--- config.mk ---
export PLATFORM = sky130hd
export DESIGN_NAME = matmul_host
export DESIGN_NICKNAME = d
export VERILOG_FILES = /design/src/rtl/matmul_host.sv
export SDC_FILE = /design/constraint.sdc
export NUM_CORES = 1
export LEC_CHECK = 0
export CORE_ASPECT_RATIO = 0.8
export CORE_MARGIN = 2
export CORE_UTILIZATION = 43
export DETAILED_ROUTE_END_ITERATION = 7
export PLACE_DENSITY_LB_ADDON = 0.3
export SLEW_MARGIN = 0
export SYNTH_ARGS = -nofsm -noshare
export SYNTH_HDL_FRONTEND = slang
export SYNTH_SLANG_ARGS = --single-unit
--- constraint.sdc ---
create_clock -name clock -period 2.86 [get_ports clock]
set_input_delay 0.572 -clock clock [delete_from_list [all_inputs] [get_ports clock]]
set_output_delay 0.572 -clock clock [all_outputs]
set_load 0.02 [all_outputs]
--- src/rtl/matmul_host.sv ---
// -----------------------------------------------------------------------------
// matmul_host
//
// Host-side driver for the matmul subsystem. Accepts an input stream carrying
// the X matrix then the Y matrix (row-major), writes them into the X/Y BRAM
// write ports, pulses mm_start, waits for mm_done, reads Z back through the Z
// BRAM read port and emits it as an output stream with a last marker.
//
// Ports
//   clock, reset            single rising-edge clock, async active-low reset
//   in_data/in_valid/in_ready      X then Y word stream
//   out_data/out_valid/out_ready/out_last   Z word stream, last on word N-1
//   mm_start / mm_done      compute start pulse / compute complete level
//   x_*/y_* (din, wr_addr, wr_en)  registered BRAM write ports
//   z_addr / z_dout         registered Z read address / read data (1 cycle)
//   dbg_state               current FSM state
//   cycle_count             WAIT-cycle counter (only with
//                           MATMUL_HOST_CYCLE_COUNT_EN defined)
//
// Handshake: a word moves on a rising edge where valid & ready are both high.
// A source holds data stable while valid is high and ready is low; valid
// never depends on ready.
// -----------------------------------------------------------------------------
module matmul_host #(
   parameter int DATA_WIDTH  = 32,
   parameter int ADDR_WIDTH  = 6,
   parameter int VECTOR_SIZE = 8
) (
   input  logic                  clock,
   input  logic                  reset,
   input  logic [DATA_WIDTH-1:0] in_data,
   input  logic                  in_valid,
   output logic                  in_ready,
   output logic [DATA_WIDTH-1:0] out_data,
   output logic                  out_valid,
   input  logic                  out_ready,
   output logic                  out_last,
   output logic                  mm_start,
   input  logic                  mm_done,
   output logic [DATA_WIDTH-1:0] x_din,
   output logic [ADDR_WIDTH-1:0] x_wr_addr,
   output logic                  x_wr_en,
   output logic [DATA_WIDTH-1:0] y_din,
   output logic [ADDR_WIDTH-1:0] y_wr_addr,
   output logic                  y_wr_en,
   output logic [ADDR_WIDTH-1:0] z_addr,
   input  logic [DATA_WIDTH-1:0] z_dout,
   output logic [2:0]            dbg_state
`ifdef MATMUL_HOST_CYCLE_COUNT_EN
   ,output logic [31:0]          cycle_count
`endif
);

   localparam int N  = VECTOR_SIZE * VECTOR_SIZE;
   localparam int CW = ADDR_WIDTH + 1;
   localparam logic [ADDR_WIDTH-1:0] LD_LAST = ADDR_WIDTH'(N - 1);
   localparam logic [CW-1:0]         RD_LAST = CW'(N - 1);
   localparam logic [CW-1:0]         RD_END  = CW'(N);

   localparam logic [2:0] S_IDLE   = 3'd0;
   localparam logic [2:0] S_LOAD_X = 3'd1;
   localparam logic [2:0] S_LOAD_Y = 3'd2;
   localparam logic [2:0] S_FLUSH  = 3'd3;
   localparam logic [2:0] S_START  = 3'd4;
   localparam logic [2:0] S_WAIT   = 3'd5;
   localparam logic [2:0] S_DRAIN  = 3'd6;

   logic [2:0]            r_state;
   logic [ADDR_WIDTH-1:0] r_cnt;
   logic                  r_wait_first;
   logic [DATA_WIDTH-1:0] r_x_din, r_y_din;
   logic [ADDR_WIDTH-1:0] r_x_wr_addr, r_y_wr_addr;
   logic                  r_x_wr_en, r_y_wr_en;

   // Read side: the counter is one bit wider than the address so that
   // "all N reads issued" is representable without wrapping back to 0.
   logic [CW-1:0]         r_rd_cnt;
   logic                  r_pend;
   logic                  r_pend_last;
   logic [DATA_WIDTH-1:0] r_fifo_d0, r_fifo_d1;
   logic                  r_fifo_l0, r_fifo_l1;
   logic                  r_wptr, r_rptr;
   logic [1:0]            r_count;

   logic w_load, w_accept, w_pop, w_room, w_issue, w_head_last, w_last_beat;

   assign w_load      = (r_state == S_LOAD_X) || (r_state == S_LOAD_Y);
   assign w_accept    = w_load && in_valid;
   assign w_pop       = (r_count != 2'd0) && out_ready;
   // A read may only issue if its data is guaranteed a FIFO slot when it
   // lands next cycle: occupancy + in-flight - pop must leave room.
   assign w_room      = ({1'b0, r_count} + {2'b00, r_pend} - {2'b00, w_pop}) < 3'd2;
   assign w_issue     = (r_state == S_DRAIN) && (r_rd_cnt < RD_END) && w_room;
   assign w_head_last = r_rptr ? r_fifo_l1 : r_fifo_l0;
   assign w_last_beat = w_pop && w_head_last;

   assign in_ready  = w_load;
   assign mm_start  = (r_state == S_START);
   assign out_valid = (r_count != 2'd0);
   assign out_data  = r_rptr ? r_fifo_d1 : r_fifo_d0;
   assign out_last  = out_valid && w_head_last;
   assign x_din     = r_x_din;
   assign x_wr_addr = r_x_wr_addr;
   assign x_wr_en   = r_x_wr_en;
   assign y_din     = r_y_din;
   assign y_wr_addr = r_y_wr_addr;
   assign y_wr_en   = r_y_wr_en;
   assign z_addr    = r_rd_cnt[ADDR_WIDTH-1:0];
   assign dbg_state = r_state;

   // Control FSM and BRAM write ports.
   always_ff @(posedge clock or negedge reset) begin
      if (!reset) begin
         r_state      <= S_IDLE;
         r_cnt        <= '0;
         r_wait_first <= 1'b0;
         r_x_din      <= '0;
         r_y_din      <= '0;
         r_x_wr_addr  <= '0;
         r_y_wr_addr  <= '0;
         r_x_wr_en    <= 1'b0;
         r_y_wr_en    <= 1'b0;
      end else begin
         r_x_wr_en <= 1'b0;
         r_y_wr_en <= 1'b0;
         case (r_state)
            S_IDLE: r_state <= S_LOAD_X;
            S_LOAD_X, S_LOAD_Y: begin
               if (w_accept) begin
                  if (r_state == S_LOAD_X) begin
                     r_x_wr_en   <= 1'b1;
                     r_x_wr_addr <= r_cnt;
                     r_x_din     <= in_data;
                  end else begin
                     r_y_wr_en   <= 1'b1;
                     r_y_wr_addr <= r_cnt;
                     r_y_din     <= in_data;
                  end
                  if (r_cnt == LD_LAST) begin
                     r_cnt   <= '0;
                     r_state <= (r_state == S_LOAD_X) ? S_LOAD_Y : S_FLUSH;
                  end else begin
                     r_cnt <= r_cnt + 1'b1;
                  end
               end
            end
            // Last Y write is on the BRAM port during this cycle.
            S_FLUSH: r_state <= S_START;
            S_START: begin
               r_state      <= S_WAIT;
               r_wait_first <= 1'b1;
            end
            // mm_done may still be high from the previous job; the first
            // WAIT cycle never counts as completion.
            S_WAIT: begin
               if (r_wait_first) begin
                  r_wait_first <= 1'b0;
               end else if (mm_done) begin
                  r_state <= S_DRAIN;
               end
            end
            S_DRAIN: if (w_last_beat) r_state <= S_LOAD_X;
            default: r_state <= S_IDLE;
         endcase
      end
   end

   // Z readback: read issue, in-flight tracking and 2-entry output FIFO.
   always_ff @(posedge clock or negedge reset) begin
      if (!reset) begin
         r_rd_cnt    <= '0;
         r_pend      <= 1'b0;
         r_pend_last <= 1'b0;
         r_fifo_d0   <= '0;
         r_fifo_d1   <= '0;
         r_fifo_l0   <= 1'b0;
         r_fifo_l1   <= 1'b0;
         r_wptr      <= 1'b0;
         r_rptr      <= 1'b0;
         r_count     <= 2'd0;
      end else begin
         if (w_last_beat) begin
            r_rd_cnt <= '0;
         end else if (w_issue) begin
            r_rd_cnt <= r_rd_cnt + 1'b1;
         end
         r_pend      <= w_issue;
         r_pend_last <= w_issue && (r_rd_cnt == RD_LAST);
         if (r_pend) begin
            if (r_wptr) begin
               r_fifo_d1 <= z_dout;
               r_fifo_l1 <= r_pend_last;
            end else begin
               r_fifo_d0 <= z_dout;
               r_fifo_l0 <= r_pend_last;
            end
            r_wptr <= ~r_wptr;
         end
         if (w_pop) r_rptr <= ~r_rptr;
         r_count <= r_count + {1'b0, r_pend} - {1'b0, w_pop};
      end
   end

`ifdef MATMUL_HOST_CYCLE_COUNT_EN
   // Counts WAIT cycles of the most recent job, saturating.
   logic [31:0] r_cycle_count;
   assign cycle_count = r_cycle_count;

   always_ff @(posedge clock or negedge reset) begin
      if (!reset) begin
         r_cycle_count <= '0;
      end else if (r_state == S_FLUSH) begin
         r_cycle_count <= '0;
      end else if ((r_state == S_WAIT) && (r_cycle_count != 32'hFFFF_FFFF)) begin
         r_cycle_count <= r_cycle_count + 32'd1;
      end
   end
`endif

endmodule
==> impl_results.md, run 1 <==
* Fin. max-slew vios at 0
* Vias in the first global route at 4709
* TritonCTS clock tree: yes
* Htree depth at 4
* Largest family of logic cells by synthesized area: multiplexers
* Most common cell after layout, fill and taps aside: clkdlybuf4s50_1
* Grt total ovfl at 0
* Pwr dens at 897 nW/µm²
* Pwr Total at 8.68 mW
* Antenna Nets Post-Route at 0
* Syn nets at 530
* Layout area overhead at 40.7%
* Initial DRC count at 209
* Worst r2r path cells at 10
* Mux contribution to synthesized area at 28.9%
* Synth Area in Adders at ~1.0%
* Kind of critical path: register to register
* Skew-Pair Late Insertion Delay at 0.42 ns
* Clk_skew at 0.0135 ns
* YS warnings at 0
* Commonest non-fill, non-tap cells in the layout: 189 x clkdlybuf4s50_1, 175 x mux2_2, 167 x dfrtp_1
* Std-Cell Rows at 41
* Core ar. at 15700 µm²
* Worst reg2reg path startpoint: r_count[0]
* Clk root buf: clkbuf_16
* Post-synth design cell area at 6880 µm²
* Placed cell area at around 9000 µm²
* Post-Syn Area per Cell at roughly 15 µm²
* DP HPWL at 10400 µm
* # IOs at 192
* Fin util at 61.6%
* Num CTS Buffers at 17
* Most used cell, CP: inv_1
* Synth Area in Compound Gates at roughly 1.6%
* GP Congestion at 0.756
* Initial antenna violation count at 0
* Die Height at roughly 120 µm
* Post-route minimum period at 2.73 ns
* Flop and latch count out of synthesis at about 170
* Share of cells above drive strength 1 at 34.2%
* Chip width at 145 µm
* Vias at approximately 4400
* Crit path launch type: register
* Top_reg_cell synth: dfrtp_1
* Final hold vios at 0
* Final setup fails at 0
* Drt pass-1 iters at 4
* Fin Hold WS at 0.113 ns
* Worst slew margin at 63.0%
* Setup TNS at 0 ns
* Initial core utilization at 43.8%
* Pleak at 4.30 nW
* Critical Path Fanout Max at 6
* Gate Count Post-Synth at approximately 460
* Final net count at 724
* Reg2reg end: r_rd_cnt[1]
* Vias per std cell at 5.01
* Clk sink count at 167
* Crit path max-delay cell type: fa_1
* Max-Cap Viols at 0
* Critical path endpoint category: register
* Routed WL at 15500 µm
* Drt wl/cell at between 15 and 20 µm
* Port Buffer Count at approximately 190
* Max VDD drop at approximately 0.5 mV
* Cts hold-fix bufs at 0
* DRC at 0
* ANT cells at 0
* Synth unique cells at 38
* Largest net degree at the start of global routing at around 80
* FMAX at roughly 0.37 GHz
* Xor and xnor fraction of the mapped netlist area at 1.40%
* Total track usage at 18.8%
* Synth async-reset ratio at between 90% and 100%
* Critical Path Max Stage Delay at 0.47 ns
* Number of enable flip-flop cells after synthesis at 0
* CP arrival at 3.04 ns
* Final worst-path cycle share at 95.5%
* Seq/Total Area, Yosys at 60.8%
* First-pass GRT wire length at 24900 µm
* RSZ-0062 raised after global routing: false
* HP Class: primary input to asynchronous set/reset pin
* Finished Cell Area at 9680 µm²
* Die area at 17000 µm²
* Clock-pin slew on the worst setup and hold paths at 0.06 ns
* Post-Synth Simple-Gate Area at under 10%
* CTS max path bufs at 2
* R2R setup slack at 0.13 ns
* CP required at roughly 3.2 ns
* Worst path cell trace: o21ai_2 > inv_1 > ha_1 > inv_1 > ha_2 > fa_1 > or3b_4 > or3_4 > mux2i_1 > nor2_1
* Worst-Margin Slew at between 0.5 and 0.6 ns
* Outcome: completed
==> routing by layer <==
layer	up-vias	global-route usage (%)	wire, µm
li1	1996	-	-
met1	2243	22.6	6470
met2	144	30.2	7310
met4	0	5.62	193
met5	-	0	0
met3	13	9.61	1510
==> metrics by stage <==
step                instances  setup WS [ns]
detailed placement        843         -0.454
global route              878         0.0121
CTS                       875         0.0442
finish                    878          0.129
global placement          843         -0.390
floorplan                 456        0.00933
==> worst max-delay path by stage <==
stage,start,to,depth (start not counted)
2_1_floorplan,out_ready,r_rd_cnt[1],11
3_3_place_gp,out_ready,r_rd_cnt[1],11
3_5_place_dp,out_ready,r_rd_cnt[4],11
4_1_cts,out_ready,r_rd_cnt[1],11
5_1_grt,r_count[1],r_rd_cnt[1],10
6_report,r_count[0],r_rd_cnt[1],10
==> report_power, final <==
group / total [mW] / internal, mW / switching [mW]
clock: 2.31 / 1.40 / 0.915
combinational: 3.22 / 1.71 / 1.51
sequential: 3.15 / 2.82 / 0.327
==> cell families after synthesis <==
family                   count (synthesis)
AO/OA/AOI/OAI                           16
AND/OR/NAND/NOR                         44
buffers and inverters                   36
adder cells (fa/ha/maj)                  5
XOR/XNOR                                11
flip-flops                             167
multiplexers                           177
==> area by class of cell <==
cell class                 count  area (µm²)
fill                        1204        6020
sequential                   167        4180
multi-input combinational    253        2550
timing repair buffer         204        2050
clock buffer                  20         447
tap                          215         269
clock inverter                12         153
inverter                       7        26.3
==> synth_stat cells (2+ instances only) <==
cell / number / area share, %
dfrtp_1: 167 / 61
nand3_1: 4 / 0.29
buf_2: 13 / 0.95
a41oi_1: 2 / 0.25
a21oi_1: 2 / 0.15
nor2_1: 14 / 0.76
buf_1: 6 / 0.33
nor2b_1: 3 / 0.27
mux2i_1: 2 / 0.29
nand2_1: 5 / 0.27
xor2_1: 3 / 0.38
mux2_2: 175 / 29
buf_4: 8 / 0.87
o21ai_0: 4 / 0.29
xnor2_1: 8 / 1.0
and3_1: 3 / 0.27
a21o_1: 2 / 0.22
ha_1: 4 / 0.73
nor4_1: 4 / 0.36
inv_1: 7 / 0.38
nand2b_1: 3 / 0.27
==> sequential cells by signal, indices dropped and copies added (netlist names), 2 cells and up <==
| signal | count |
|---|---|
| r_rd_cnt | 7 |
| r_cnt | 6 |
| r_fifo_d0 | 32 |
| r_count | 2 |
| y_din | 32 |
| x_wr_addr | 6 |
| dbg_state | 3 |
| y_wr_addr | 6 |
| r_fifo_d1 | 32 |
| x_din | 32 |
==> critical path, delay by kind of cell, from the launching register on <==
kind | cells | cell delay, ns
simple gates | 3 | 0.92
mux | 1 | 0.15
buf+inv | 2 | 0.10
compound gates | 1 | 0.14
fa+ha+maj | 3 | 0.90
flops | 1 | 0.40
==> what timing repair did <==
item,in CTS,in global routing
setup buffers,0,3
endpoints found under the setup margin,1,6
pin swaps,0,4
resized for setup,2,3
(Power assumes the default switching activity.)
==> inputs of run 2 (changes only) <==
Settings changed: TNS_END_PERCENT set to 5.
==> results of run 2 <==
The final DEF is identical to that of run 1; final timing and power are the same.
